==> src/rtl/serial_adder_pkg.sv <==
// Shared types and constants for the bit-serial adder.
package serial_adder_pkg;

    typedef enum logic [1:0] {
        IDLE = 2'd0,
        RUN  = 2'd1,
        DONE = 2'd2
    } state_e;

    localparam int DEFAULT_WIDTH = 8;

endpackage

==> src/rtl/serial_adder_fulladder.sv <==
// Single-bit full adder cell used as the serial adder's datapath.
module serial_adder_fulladder (
    input  logic a_i,
    input  logic b_i,
    input  logic c_i,
    output logic s_o,
    output logic c_o
);

    assign s_o = a_i ^ b_i ^ c_i;
    assign c_o = (a_i & b_i) | (a_i & c_i) | (b_i & c_i);

endmodule

==> src/rtl/serial_adder.sv <==
// Bit-serial WIDTH-bit adder: one full adder cell plus a carry flop, LSB first.
// Optional subtract mode is enabled by defining SERIAL_ADDER_SUB_EN.
module serial_adder
    import serial_adder_pkg::*;
#(
    parameter int WIDTH = DEFAULT_WIDTH
) (
    input  logic             clk,
    input  logic             rst_n,
    input  logic             in_valid,
    output logic             in_ready,
    input  logic [WIDTH-1:0] a,
    input  logic [WIDTH-1:0] b,
    input  logic             cin,
`ifdef SERIAL_ADDER_SUB_EN
    input  logic             sub,
`endif
    output logic             out_valid,
    input  logic             out_ready,
    output logic [WIDTH-1:0] sum,
    output logic             cout,
    output logic             busy
);

    localparam int CW = $clog2(WIDTH) + 1;
    localparam logic [CW-1:0] LAST = CW'(WIDTH - 1);

    state_e           state_q, state_d;
    logic [WIDTH-1:0] a_sh_q, a_sh_d;
    logic [WIDTH-1:0] b_sh_q, b_sh_d;
    logic [WIDTH-1:0] sum_sh_q, sum_sh_d;
    logic             carry_q, carry_d;
    logic [CW-1:0]    cnt_q, cnt_d;
    logic             fa_s, fa_c;
    logic [WIDTH-1:0] b_load_s;
    logic             carry_load_s;

    serial_adder_fulladder u_fa (
        .a_i (a_sh_q[0]),
        .b_i (b_sh_q[0]),
        .c_i (carry_q),
        .s_o (fa_s),
        .c_o (fa_c)
    );

    // Subtraction is a + ~b + 1, so only the loaded B and carry change.
`ifdef SERIAL_ADDER_SUB_EN
    assign b_load_s     = sub ? ~b : b;
    assign carry_load_s = sub ? 1'b1 : cin;
`else
    assign b_load_s     = b;
    assign carry_load_s = cin;
`endif

    // State register
    always_ff @(posedge clk or negedge rst_n) begin
        if (!rst_n) begin
            state_q <= IDLE;
        end else begin
            state_q <= state_d;
        end
    end

    // Next-state logic
    always_comb begin
        state_d = state_q;
        case (state_q)
            IDLE: begin
                if (in_valid) begin
                    state_d = RUN;
                end else begin
                    state_d = IDLE;
                end
            end
            RUN: begin
                if (cnt_q == LAST) begin
                    state_d = DONE;
                end else begin
                    state_d = RUN;
                end
            end
            DONE: begin
                if (out_ready) begin
                    state_d = IDLE;
                end else begin
                    state_d = DONE;
                end
            end
            default: state_d = IDLE;
        endcase
    end

    // Handshake outputs decoded from the state register
    always_comb begin
        in_ready  = 1'b0;
        out_valid = 1'b0;
        busy      = 1'b1;
        case (state_q)
            IDLE: begin
                in_ready = 1'b1;
                busy     = 1'b0;
            end
            RUN:  busy = 1'b1;
            DONE: out_valid = 1'b1;
            default: begin
                in_ready  = 1'b0;
                out_valid = 1'b0;
                busy      = 1'b1;
            end
        endcase
    end

    // Datapath next state: load on accept, shift one bit per RUN cycle, hold otherwise
    always_comb begin
        a_sh_d   = a_sh_q;
        b_sh_d   = b_sh_q;
        sum_sh_d = sum_sh_q;
        carry_d  = carry_q;
        cnt_d    = cnt_q;
        case (state_q)
            IDLE: begin
                if (in_valid) begin
                    a_sh_d  = a;
                    b_sh_d  = b_load_s;
                    carry_d = carry_load_s;
                    cnt_d   = {CW{1'b0}};
                end else begin
                    cnt_d   = cnt_q;
                end
            end
            RUN: begin
                a_sh_d              = a_sh_q >> 1;
                b_sh_d              = b_sh_q >> 1;
                sum_sh_d            = sum_sh_q >> 1;
                sum_sh_d[WIDTH-1]   = fa_s;
                carry_d             = fa_c;
                cnt_d               = cnt_q + {{(CW-1){1'b0}}, 1'b1};
            end
            DONE: cnt_d = cnt_q;
            default: cnt_d = {CW{1'b0}};
        endcase
    end

    // Datapath registers
    always_ff @(posedge clk or negedge rst_n) begin
        if (!rst_n) begin
            a_sh_q   <= {WIDTH{1'b0}};
            b_sh_q   <= {WIDTH{1'b0}};
            sum_sh_q <= {WIDTH{1'b0}};
            carry_q  <= 1'b0;
            cnt_q    <= {CW{1'b0}};
        end else begin
            a_sh_q   <= a_sh_d;
            b_sh_q   <= b_sh_d;
            sum_sh_q <= sum_sh_d;
            carry_q  <= carry_d;
            cnt_q    <= cnt_d;
        end
    end

    // Result comes straight from flops; stable throughout DONE
    assign sum  = sum_sh_q;
    assign cout = carry_q;

endmodule

==> config.mk <==
export PLATFORM = sky130hd
export DESIGN_NAME = serial_adder
export DESIGN_NICKNAME = d
export VERILOG_FILES = /design/src/rtl/serial_adder_pkg.sv /design/src/rtl/serial_adder_fulladder.sv /design/src/rtl/serial_adder.sv
export SDC_FILE = /design/constraint.sdc
export NUM_CORES = 1
export LEC_CHECK = 0
export BUFFER_PORTS_ARGS = -buffer_cell sky130_fd_sc_hd__buf_4
export CORE_UTILIZATION = 56
export CTS_CLUSTER_DIAMETER = 200
export DETAILED_ROUTE_END_ITERATION = 8
export PLACE_DENSITY = 0.87
export SYNTH_ARGS = -nofsm -noshare
export SYNTH_HDL_FRONTEND = slang
export SYNTH_SLANG_ARGS = --single-unit
==> constraint.sdc <==
create_clock -name clk -period 3.5 [get_ports clk]
set_clock_uncertainty 0.15 [all_clocks]
set_input_delay 0.175 -clock clk [delete_from_list [all_inputs] [get_ports clk]]
set_output_delay 0.175 -clock clk [all_outputs]
set_load 0.05 [all_outputs]
==> reports/metrics.sh <==
START_UTIL_PCT=61.27
CRITPATHLAUNCH='state_q[0]$_DFF_PN0_'
CTS_ROOT_BUFFER='clkbuf_4'
SYNTH-XOR-AREA-SHARE_PCT=1.244
OUTCOME='finished with violations'
DRV.MAX_CAP_VIOLATION_COUNT=0
NUMPORTBUFFERS=32
WORST_SKEW_PAIR.LATE_LATENCY_PS=340
DIE_WIDTH_MICRONS=52.14
FAILED_CHECKS='negative hold slack'
CRITICAL_PATH_CELL_BY_CELL='o21bai_4 > a32o_1 > dlygate4sd3_1'
ROWS=17
TIMING.CRITICAL_PATH.SLOWEST_CELL_DELAY_PS=890
LAYOUT-AREA-OVERHEAD-VS-SYNTH_PCT=32.62
WORSTPATHREQUIRED_PS=3570
YOSYS.AREA_SHARE.ADDER_PCT=2.311
NUMBER_OF_ANTENNA_VIOLATIONS_AT_THE_FIRST_CHECK_IN_GLOBAL_ROUTING=0
AVGROUTEDWIREPERCELL_MICRONS=16.89
FINAL.SETUP.TNS_PS=0
LAYOUT_COMMON_CELLS='32 x buf_4, 31 x dfrtp_1, 18 x dlygate4sd3_1'
COMBINATIONAL_FAMILY_WITH_THE_MOST_AREA_AFTER_SYNTHESIS='compound AO/OA/AOI/OAI gates'
SETUP_REPAIR_AFTER_GLOBAL_ROUTING_MISSED_ITS_MARGIN='no'
DP.FINAL_HPWL_MM=1.915
NETLIST_INSTANCES=116
FINALHOLDWORSTSLACK_PS=-0.7687
CRITPATHARRIVALTIME_PS=2360
DRCVIOLATIONCOUNT=0
GRT_START_MAX_NET_PINS=32
DIE_Y_MICRONS=52.14
HOLD_VIOLATIONS=1
FIRST_PASS_GRT_WIRE_LENGTH_MM=5.513
MUXSHAREOFSYNTHAREA_PCT=9.333
DRIVE_ABOVE_1_SHARE_PCT=31.14
CRITICAL_PATH.STARTPOINT_TYPE='flip-flop'
FIRSTDRTPASSITERS=4
WORST_SETUP_PATH_END_KIND='flip-flop'
CTS.REPAIR.RESIZED=0
FINISH.NET_COUNT=189
CRITICAL_PATH_CLASS='reg -> reg'
INITIALDRTVIOLATIONCOUNT=46
MEAN_INSTANCE_SIZE_IN_THE_SYNTHESIZED_NETLIST_SQ_UM=12.13
MOSTFREQUENTLAYOUTCELL='buf_4'
CTS_MAX_LEVEL=2
CTS.REPAIR_TIMING.SETUP_BUFFER_COUNT=0
CLOCK_SINK_COUNT=31
TIMING.HOLD.WORST.START='a[0]'
IO_PINS=33
REG2REG_TO='b_sh_q[7]$_DFFE_PN0P_'
PLACE_AREA_SQ_UM=1618
GP_CONGESTION=0.7197
SYN-NUM-NETS=139
GLOBAL_ROUTE.OVERFLOW_TOTAL=0
FINALSETUPVIOLATIONS=0
ANTENNA_CELLS_INSERTED=0
TRITONCTS.NUM_BUFFERS=5
POST_SYNTH_INSTANCE_AREA_SQ_UM=1408
SLOWEST_STAGE='dfrtp_1'
FIRST_GLOBAL_VIAS=1183
PATH_CLK_SLEW_PS=100
POWERDENSITY_nW_PER_UM2=857.5
FINAL.FILL_COUNT=131
TRITONCTS='built'
GRT.TOTAL_USAGE_PCT=29.32
MIN_DELAY_WORST_ENDPOINT='a_sh_q[0]$_DFFE_PN0P_'
MIN_PERIOD_OVER_PERIOD_PCT=65.47
HOLD_PATH.CLASS='in -> reg'
DETAILROUTE.VIA_COUNT=1152
TIMING_WORST_SLEW_PIN_VALUE_PS=820.8
FINAL_CELL_AREA_SQ_UM=1867
LEAKAGE_nW=0.8747
SYNTH.YOSYS.SEQ_AREA_SHARE_PCT=55.11
ACHIEVABLE-FREQUENCY_MHz=436.4
FIN_CRIT_PS=2291
ROUTE.FINAL.WIRE_LENGTH_MM=3.294
SYNTH_CELL_TYPES=24
WORST_HOLD_PATH.NUM_CELLS=3
ANT_NETS=0
WORSTPATHMAXFANOUT=22
FP.COREAREA_SQ_UM=2297
REGTOREGSTARTPOINT='state_q[0]$_DFF_PN0_'
FLOORPLAN.DIE_AREA_SQ_UM=2718
WORST_R2R_PATH_DEPTH=3
TIMING_MAX_TRANSITION_VIOLATIONS_FINAL=0
TIMING.MAX_SLEW.REL_SLACK_PCT=45.28
POST_DRT_VIA_CELL_RATIO=5.908
CLOCK_PATH_BUFFERS=2
SETUP.REG_TO_REG.WORST_SLACK_PS=1210
SYNTH_SEQ_CELLS=31
VDD_DROP_MAX_mV=0.5553
COMPOUND_CELL_AREA_SHARE_OF_THE_YOSYS_NETLIST_PCT=19.29
YOSYSWARNINGCOUNT=0
SYNTH-SIMPLE-AREA-SHARE_PCT=7.022
## state kept, by name, summed over array words and instances, names as in the netlist
register / cells
cnt_q: 4
cout: 1
a_sh_q: 8
state_q: 2
sum: 8
b_sh_q: 8
## cells in the mapped netlist
cell / count / area (sq um)
a21oi_1: 2 / 10.01
a22o_1: 4 / 35.03
a22oi_1: 15 / 112.6
a32o_1: 2 / 20.02
buf_2: 1 / 5.000
buf_6: 5 / 56.30
clkbuf_1: 1 / 3.750
dfrtp_1: 31 / 775.7
fa_1: 1 / 20.02
ha_1: 1 / 12.51
inv_1: 3 / 11.26
inv_2: 1 / 3.750
mux2_2: 1 / 11.26
mux2_4: 8 / 120.1
nand2_1: 16 / 60.06
nand2b_2: 1 / 8.760
nand3_1: 1 / 5.000
nor2_1: 3 / 11.26
nor2b_4: 1 / 13.76
o21ai_0: 4 / 20.02
o21ai_1: 11 / 55.05
o21bai_4: 1 / 18.77
xnor2_1: 1 / 8.760
xor2_1: 1 / 8.760
## metal layers
| metal | global-route usage (%) | wire length (microns) |
|---|---|---|
| met5 | 0 | 0 |
| met1 | 31.19 | 1236 |
| met2 | 52.99 | 1747 |
| met3 | 6.725 | 195 |
| met4 | 15.79 | 114 |
## worst max-delay path: cells and delay by family (launching register included)
| family | cells | cell delay, ps |
|---|---|---|
| buffers and inverters | 1 | 560 |
| AO/OA/AOI/OAI | 2 | 560 |
| flip-flops | 1 | 890 |
## through the flow
step	utilization, %	std cells	setup slack (ps)	hold slack [ps]	total power, mW
2_1_floorplan	-	116	1341	-270.6	1.175
3_3_place_gp	70.42	169	1705	-32.33	1.296
3_5_place_dp	70.42	169	1636	-28.96	1.345
4_1_cts	81.26	195	1265	1.023	1.600
5_1_grt	81.26	195	1143	14.77	1.688
6_report	81.26	195	1209	-0.7687	1.601
## timing repair
action | in CTS | in global routing
hold endpoints to repair | 46 | 0
hold buffers | 18 | 0
setup endpoints to repair | 0 | 0
## worst max-delay path by stage
stage                            endpoint  cells past startpoint  slack [ps]
global placement       sum[6]$_DFFE_PN0N_                      2        1710
CTS                 b_sh_q[7]$_DFFE_PN0P_                      3        1260
finish              b_sh_q[7]$_DFFE_PN0P_                      3        1210
floorplan                            busy                      3        1340
global route        b_sh_q[7]$_DFFE_PN0P_                      3        1140
detailed placement     sum[7]$_DFFE_PN0N_                      2        1640
## cell type report
class	instances	area, sq um	area share, %
Clock buffer	8	68.82	3.686
Inverter	4	15.01	0.8043
Multi-Input combinational cell	74	551.8	29.56
Sequential cell	31	775.7	41.55
Tap cell	28	35.03	1.877
Timing Repair Buffer	50	420.4	22.52
## kinds of logic after synthesis
| group | Yosys count |
|---|---|
| xor gates and xnor gates | 2 |
| adders and majority gates | 2 |
| DFF | 31 |
| and+or+nand+nor | 22 |
| muxes | 9 |
| AOI/OAI and AO/OA | 39 |
| buffers and inverters | 11 |
## power by group
group / total (mW) / switching [mW] / leakage, nW / internal [mW]
combinational: 0.720 / 0.396 / 0.437 / 0.324
sequential: 0.645 / 0.144 / 0.399 / 0.500
clock: 0.236 / 0.118 / 0.0386 / 0.118
total: 1.60 / 0.658 / 0.875 / 0.943
(Power assumes the default switching activity.)
